### src/rtl/bus_arbiter2.sv
// Two-master round-robin arbiter for one memory-mapped peripheral bus.
// Each access runs grant -> slave access -> response. A slave-ack timeout
// keeps a missing peripheral from hanging the requesting master.

// Invariant checks on the registered outputs. This module has no effect on the logic.
module bus_arbiter2_checker (
  input logic clk,
  input logic rst,
  input logic s_write,
  input logic s_read,
  input logic m0_ready,
  input logic m1_ready,
  input logic timeout_err,
  input logic busy
);

  // Sample the registered outputs on every edge while reset is not asserted.
  always @(posedge clk) begin
    if (!rst) begin
      assert (!(s_write && s_read))
        else $error("bus_arbiter2: s_write and s_read both asserted");
      assert (!(m0_ready && m1_ready))
        else $error("bus_arbiter2: both ready outputs asserted");
      assert (!timeout_err || m0_ready || m1_ready)
        else $error("bus_arbiter2: timeout_err without a ready pulse");
      assert (!(s_write || s_read) || busy)
        else $error("bus_arbiter2: strobe active while not busy");
    end
  end

endmodule

module bus_arbiter2 #(
  parameter int unsigned TIMEOUT_CYCLES = 16,
  parameter logic [31:0] ERR_DATA       = 32'hDEAD_BEEF
) (
  input  logic        clk,
  input  logic        rst,
  input  logic        m0_write,
  input  logic        m0_read,
  input  logic [31:0] m0_addr,
  input  logic [31:0] m0_dout,
  output logic [31:0] m0_din,
  output logic        m0_ready,
  input  logic        m1_write,
  input  logic        m1_read,
  input  logic [31:0] m1_addr,
  input  logic [31:0] m1_dout,
  output logic [31:0] m1_din,
  output logic        m1_ready,
  output logic        s_write,
  output logic        s_read,
  output logic [31:0] s_addr,
  output logic [31:0] s_wdata,
  input  logic [31:0] s_rdata,
  input  logic        s_ack,
  output logic        busy,
  output logic        timeout_err
);

  typedef enum logic [1:0] {
    ST_IDLE   = 2'd0,
    ST_ACCESS = 2'd1,
    ST_RESP   = 2'd2
  } state_e;

  // Counter value on the last ACCESS cycle allowed before the abort.
  localparam logic [7:0] TMO_LAST = 8'(TIMEOUT_CYCLES - 32'd1);

  state_e      state_q, state_d;
  logic        owner_q, owner_d;          // 0 = master 0, 1 = master 1
  logic        op_write_q, op_write_d;    // latched operation of the access
  logic        last_grant_q, last_grant_d;
  logic [7:0]  cnt_q, cnt_d;
  logic        s_write_q, s_write_d;
  logic        s_read_q, s_read_d;
  logic [31:0] s_addr_q, s_addr_d;
  logic [31:0] s_wdata_q, s_wdata_d;
  logic [31:0] m0_din_q, m0_din_d;
  logic [31:0] m1_din_q, m1_din_d;
  logic        m0_ready_q, m0_ready_d;
  logic        m1_ready_q, m1_ready_d;
  logic        timeout_err_q, timeout_err_d;
  logic        busy_q, busy_d;

  logic        req0_s;
  logic        req1_s;
  logic        grant1_s;
  logic        sel_write_s;
  logic [31:0] sel_addr_s;
  logic [31:0] sel_wdata_s;
  logic [31:0] resp_data_s;

  // Request decode and round-robin choice; ties go to the master that did not win last.
  always_comb begin
    req0_s   = m0_write | m0_read;
    req1_s   = m1_write | m1_read;
    grant1_s = 1'b0;
    if (req0_s && req1_s) begin
      grant1_s = ~last_grant_q;
    end else if (req1_s) begin
      grant1_s = 1'b1;
    end else begin
      grant1_s = 1'b0;
    end
    // A write wins over a simultaneous read on the same master.
    if (grant1_s) begin
      sel_write_s = m1_write;
      sel_addr_s  = m1_addr;
      sel_wdata_s = m1_dout;
    end else begin
      sel_write_s = m0_write;
      sel_addr_s  = m0_addr;
      sel_wdata_s = m0_dout;
    end
    // An ack on the timeout boundary still returns slave data.
    if (s_ack) begin
      resp_data_s = s_rdata;
    end else begin
      resp_data_s = ERR_DATA;
    end
  end

  // Next-state and next-output logic of the access sequencer.
  always_comb begin
    state_d       = state_q;
    owner_d       = owner_q;
    op_write_d    = op_write_q;
    last_grant_d  = last_grant_q;
    cnt_d         = cnt_q;
    s_write_d     = s_write_q;
    s_read_d      = s_read_q;
    s_addr_d      = s_addr_q;
    s_wdata_d     = s_wdata_q;
    m0_din_d      = m0_din_q;
    m1_din_d      = m1_din_q;
    m0_ready_d    = 1'b0;
    m1_ready_d    = 1'b0;
    timeout_err_d = 1'b0;

    case (state_q)
      ST_IDLE: begin
        if (req0_s || req1_s) begin
          state_d    = ST_ACCESS;
          owner_d    = grant1_s;
          op_write_d = sel_write_s;
          s_addr_d   = sel_addr_s;
          s_wdata_d  = sel_wdata_s;
          s_write_d  = sel_write_s;
          s_read_d   = ~sel_write_s;
          cnt_d      = 8'd0;
        end else begin
          state_d = ST_IDLE;
        end
      end

      ST_ACCESS: begin
        if (s_ack || (cnt_q == TMO_LAST)) begin
          state_d       = ST_RESP;
          s_write_d     = 1'b0;
          s_read_d      = 1'b0;
          timeout_err_d = ~s_ack;
          // Ready and read data are loaded now so they appear during RESP.
          if (owner_q) begin
            m1_ready_d = 1'b1;
            if (!op_write_q) begin
              m1_din_d = resp_data_s;
            end else begin
              m1_din_d = m1_din_q;
            end
          end else begin
            m0_ready_d = 1'b1;
            if (!op_write_q) begin
              m0_din_d = resp_data_s;
            end else begin
              m0_din_d = m0_din_q;
            end
          end
        end else begin
          state_d = ST_ACCESS;
          cnt_d   = cnt_q + 8'd1;
        end
      end

      ST_RESP: begin
        state_d      = ST_IDLE;
        last_grant_d = owner_q;
        cnt_d        = 8'd0;
      end

      default: begin
        state_d   = ST_IDLE;
        s_write_d = 1'b0;
        s_read_d  = 1'b0;
        cnt_d     = 8'd0;
      end
    endcase

    busy_d = (state_d != ST_IDLE);
  end

  // State and output registers; reset drops any in-flight access at once.
  always_ff @(posedge clk or posedge rst) begin
    if (rst) begin
      state_q       <= ST_IDLE;
      owner_q       <= 1'b0;
      op_write_q    <= 1'b0;
      last_grant_q  <= 1'b1;
      cnt_q         <= 8'd0;
      s_write_q     <= 1'b0;
      s_read_q      <= 1'b0;
      s_addr_q      <= 32'd0;
      s_wdata_q     <= 32'd0;
      m0_din_q      <= 32'd0;
      m1_din_q      <= 32'd0;
      m0_ready_q    <= 1'b0;
      m1_ready_q    <= 1'b0;
      timeout_err_q <= 1'b0;
      busy_q        <= 1'b0;
    end else begin
      state_q       <= state_d;
      owner_q       <= owner_d;
      op_write_q    <= op_write_d;
      last_grant_q  <= last_grant_d;
      cnt_q         <= cnt_d;
      s_write_q     <= s_write_d;
      s_read_q      <= s_read_d;
      s_addr_q      <= s_addr_d;
      s_wdata_q     <= s_wdata_d;
      m0_din_q      <= m0_din_d;
      m1_din_q      <= m1_din_d;
      m0_ready_q    <= m0_ready_d;
      m1_ready_q    <= m1_ready_d;
      timeout_err_q <= timeout_err_d;
      busy_q        <= busy_d;
    end
  end

  assign s_write     = s_write_q;
  assign s_read      = s_read_q;
  assign s_addr      = s_addr_q;
  assign s_wdata     = s_wdata_q;
  assign m0_din      = m0_din_q;
  assign m1_din      = m1_din_q;
  assign m0_ready    = m0_ready_q;
  assign m1_ready    = m1_ready_q;
  assign timeout_err = timeout_err_q;
  assign busy        = busy_q;

  bus_arbiter2_checker u_checker (
    .clk         (clk),
    .rst         (rst),
    .s_write     (s_write_q),
    .s_read      (s_read_q),
    .m0_ready    (m0_ready_q),
    .m1_ready    (m1_ready_q),
    .timeout_err (timeout_err_q),
    .busy        (busy_q)
  );

endmodule

### config.mk
export PLATFORM = sky130hd
export DESIGN_NAME = bus_arbiter2
export DESIGN_NICKNAME = d
export VERILOG_FILES = /design/src/rtl/bus_arbiter2.sv
export SDC_FILE = /design/constraint.sdc
export NUM_CORES = 1
export LEC_CHECK = 0
export BUFFER_PORTS_ARGS = -buffer_cell sky130_fd_sc_hd__buf_2
export CAP_MARGIN = 10
export CORE_MARGIN = 2
export CORE_UTILIZATION = 41
export DETAILED_ROUTE_END_ITERATION = 8
export GPL_TIMING_DRIVEN = 1
export PLACE_DENSITY = 0.81
export SLEW_MARGIN = 25
export SYNTH_ARGS = -nofsm -noshare
export SYNTH_HDL_FRONTEND = slang
export SYNTH_SLANG_ARGS = --single-unit
### constraint.sdc
create_clock -name clk -period 7.2 [get_ports clk]
set_clock_uncertainty 0.1 [all_clocks]
set_input_delay 0.72 -clock clk [delete_from_list [all_inputs] [get_ports clk]]
set_output_delay 0.72 -clock clk [all_outputs]
set_load 0.02 [all_outputs]
# After elaboration in Yosys (flattened, before gate mapping)
# Index checks and enable logic that the tools add are counted.
# word_totals
regBits,147
latchBits,0
mem_bits_rw,0
romBits,0
output_inout_bits,134
memories,0
# classes
addsub,1
multipliers,0
n_div,0
magnitude_cmp,0
eq_ne,6
n_shift,0
muxes,25
bitwise_logic,8
reduce_logical,10
# op_table
cell,count
$mux 32,3
$mux 8,2
$pmux 8 s2,1
$mux 1,15
$add 8x1->8 const B,1
$eq 8x4->1 const B,1
$reduce_and 4->1,2
$ne 2x2->1 const B,3
$not 1->1,6
$pmux 1 s3,2
$pmux 2 s2,1
$reduce_and 2->1,2
$reduce_and 3->1,1
$eq 2x1->1 const B,1
$eq 2x2->1 const B,1
$logic_not 2->1,1
$logic_or 1x1->1,2
$mux 2,1
$or 1x1->1,2
$reduce_bool 2->1,1
$logic_and 1x1->1,1

# Depth between registers and ports, before layout
# logic_depth
word_depth,7
depth_mapped,7
ltp_nobuf,5

# Worst setup path after synthesis
# Ideal clock, no wire load.
# synth_timing
path_kind,input to register
startpoint,input m0_read
endpoint,"register s_wdata_q[0], in the netlist s_wdata[0]"
setup_time_ns,0.128
arrival_time_ns,1.874
t_required_ns,6.972
path_slack_ns,5.099
path_stages,6
cell_sequence,nor4_2 or3_1 clkbuf_1 buf_2 buf_2 o21ai_0
# synth_via
elab_chain_cells,4
word_cells_on_any_way,6
classes_between,mux (2); bitwise (1); reduce/logical (3)
# synth_lines
element,line_no,rtl
"start, declared",40,"input logic m0_read,"
$or 1x1->1 *,96,req0_s = m0_write | m0_read;
$logic_and 1x1->1,99,if (req0_s && req1_s) begin
$mux 1,99,
$mux 32,107,if (grant1_s) begin
"end signal, assigned",229,s_wdata_q <= s_wdata_d;
"end, declared",78,"logic [31:0] s_wdata_q, s_wdata_d;"
# Every way passes the cells marked *; elsewhere a longest branch is shown, timed or not.
# A chain may end at the register's enable or synchronous reset.

# Final worst setup path
# layout_timing
startpoint,register state_q[1]
endpoint,"register m1_din_q[6], in the netlist m1_din[6]"
# layout_via
elab_chain_cells,2
# layout_lines
element,line_no,rtl
"start, declared",70,"state_e state_q, state_d;"
"start signal, assigned",221,state_q <= state_d;
$eq 2x1->1,141,case (state_q)
$reduce_and 4->1 (no line),-,
"end signal, assigned",231,m1_din_q <= m1_din_d;
"end, declared",80,"logic [31:0] m1_din_q, m1_din_d;"
# No other way between the ends.

==> flow_summary.toml <==
[outcome]
status = "completed"

[die]
die_y_um = 129
die_w_um = 129
die_area_um2 = 16600
io_pins = 301
core-area_um2 = 15200
initial_core_util_pct = 41.9
rows = 45

[final_layout]
layout-drive-gt1-share_pct = 44.0
diodes = 0
nNetsFinal = 998
syn_to_final_growth_pct = 35.8

[worst_setup_path]
regToRegStartpoint = "state_q[1]"
crit_arrival_ns = 2.85
critical_path.startpoint_type = "flip-flop"
worstPathMaxFanout = 34
ff2ff_setup_slack_ns = 4.58
critPathCaptureType = "flip-flop"
rr_endpoint = "m1_din[6]"
worst-setup-path-type = "reg2reg"
r2r_cells = 6
required_ns = 7.43

[detailed_routing]
wire_per_inst_um = 16.3
num_vias = 5288
final_antenna_net_count = 0
routed_via_density = 5.13
drc_errors = 0
routed_wl_um = 16800
first_pass_iters = 4
drtIter0Drc = 196

[hold_path]
min_path_type = "in2async"

[timing]
hold_viol_final = 0
hold_ws_ns = 0.301
finalCriticalPeriod_ns = 2.62
setup-tns-final_ns = 0
worst_pin_slew_ns = 0.968
min_period_over_period_pct = 36.4
max_freq_mhz = 382
final_max_slew_viol_count = 0
rsz0062_at_grt = "no"
slew_headroom_pct = 35.5
setup_viol = 0

[placement]
finalWeightedCongestion = 0.822
dp_hpwl_um = 12400
numPortBuffers = 300

[global_routing]
grt_pass1_vias = 4993
grt_pass1_wl_um = 25600
gr-total-overflow = 0
grt_max_degree = 126
grt_use_total_pct = 20.1
antenna_found_initial = 2

[clock_network]
cts.repair.resized = 0
path_clk_slew_ns = 0.06
cts.sinks = 147
cts-hold-fix-buffers = 0
cts_tree = "built"
htreeDepth = 4
post_cts_buffers = 0
cts_buffers = 17
root_buffer = "clkbuf_16"
cts_buffer_depth = 2
worstSkewPairLatency_ns = 0.41

[synthesis]
synth_top_cell_area_share_pct = 57.3
synth.area.top_cells = "dfrtp_1, mux2i_1, o21ai_0"
synth_edf_count = 0
syn_avg_cell_area_um2 = 11.6
synth.largest_area_cell = "dfrtp_1"
yosysWarningCount = 0
synth.distinct_cells = 43
ys_seq_area_share_pct = 57.8
syn-num-nets = 715
syn_inst = 547
synth_seq_cells = 147
synth-async-reset-ratio_pct = 100
ys.flop_type = "dfrtp_1"
syn_area_um2 = 6370

[power]
power.density_nw_per_um2 = 485
totalPowerFinal_mw = 4.20
peakVddDrop_uv = 235
leakagePower_nw = 4.37

[job]
drv_cap = 0
==> sequential cells by signal (all words and copies together), names as in the netlist <==
register      count
s_write           1
s_wdata          32
last_grant_q      1
cnt_q             8
timeout_err       1
m0_ready          1
m0_din           32
busy              1
s_read            1
s_addr           32
m1_ready          1
state_q           2
owner_q           1
op_write_q        1
m1_din           32
==> metrics by stage <==
stage / instance area [µm²] / setup WS [ns] / cells / utilization (%)
2_1_floorplan: 6370 / 2.43 / 547 / -
3_3_place_gp: 7990 / 4.36 / 999 / 52.5
3_5_place_dp: 7990 / 4.22 / 999 / 52.5
4_1_cts: 8640 / 4.40 / 1031 / 56.8
5_1_grt: 8650 / 4.39 / 1031 / 56.9
6_report: 8650 / 4.58 / 1031 / 56.9
==> area by class of cell <==
| cell class | instances | area (µm²) |
|---|---|---|
| flip-flops and latches | 147 | 3680 |
| repair buffers | 306 | 1550 |
| clock inverters | 14 | 226 |
| clock buffers | 18 | 429 |
| well taps | 188 | 235 |
| multi-input cells | 355 | 2510 |
| fillers | 1334 | 6550 |
| inverters | 3 | 16.3 |
==> synthesized netlist by cell type, types with 2 or more instances <==
master and count:
a2bb2oi_2 20, buf_6 2, mux2i_1 64, nor2_1 32, nand2_1 74, o21ai_0 67
a22o_1 3, nand3_1 2, a32o_1 16, buf_2 18, and3_1 4, nor3_1 8
nor3_2 2, clkbuf_1 21, nor2b_1 2, a21oi_1 2, nand2b_1 4, a211o_1 5
o21ai_1 3, dfrtp_1 146, a31oi_1 2, inv_1 2, a2bb2oi_1 28
==> critical path, stage by stage, from the launching register on <==
cell	delay (ns)
dfrtp_1	0.50
nand2b_1	0.42
nor3b_4	0.26
buf_4	0.44
nor2b_2	0.23
buf_4	0.36
a2bb2oi_1	0.21
==> report_power, final <==
group	internal (mW)	switching (mW)	total, mW
clock network	0.622	0.354	0.976
logic	0.676	1.10	1.78
registers	1.22	0.233	1.45
==> placed cells by master (no fill, tap or decap), drive strengths merged, types with 4 or more instances in the layout <==
master     n
inv        5
nor2      32
dfrtp    146
mux2i     64
nor3      10
nand2b     4
clkinv     7
o21ai     70
and3       4
buf      306
a2bb2oi   48
bufinv     5
clkbuf    18
a32o      16
a211o      5
nand2     74
==> worst max-delay path by stage <==
stage          startpoint           to  cells past startpoint
3_3_place_gp      m0_read   s_wdata[1]                      5
2_1_floorplan         rst         busy                      1
5_1_grt        state_q[1]    m1_din[6]                      6
3_5_place_dp      m0_read  s_wdata[17]                      5
6_report       state_q[1]    m1_din[6]                      6
4_1_cts        state_q[1]    m0_din[9]                      5
==> per-layer routing <==
metal	share of wire, %	wire length [µm]	global-route usage, %
met1	41	6860	24.9
met2	49	8290	33.3
met3	6.9	1170	5.16
met4	2.8	467	8.82
met5	0.13	21	0
==> kinds of logic (layout without fill, tap and decap cells) <==
group	Yosys count	in the layout	share of synthesized area, %
adders and majority gates	1	1	0.196
and+or+nand+nor	136	136	9.51
AOI/OAI and AO/OA	153	153	19.0
buffers and inverters	45	341	3.30
DFF	147	147	57.8
muxes	65	65	10.2
Note: power is estimated with default switching activity, not from simulation.
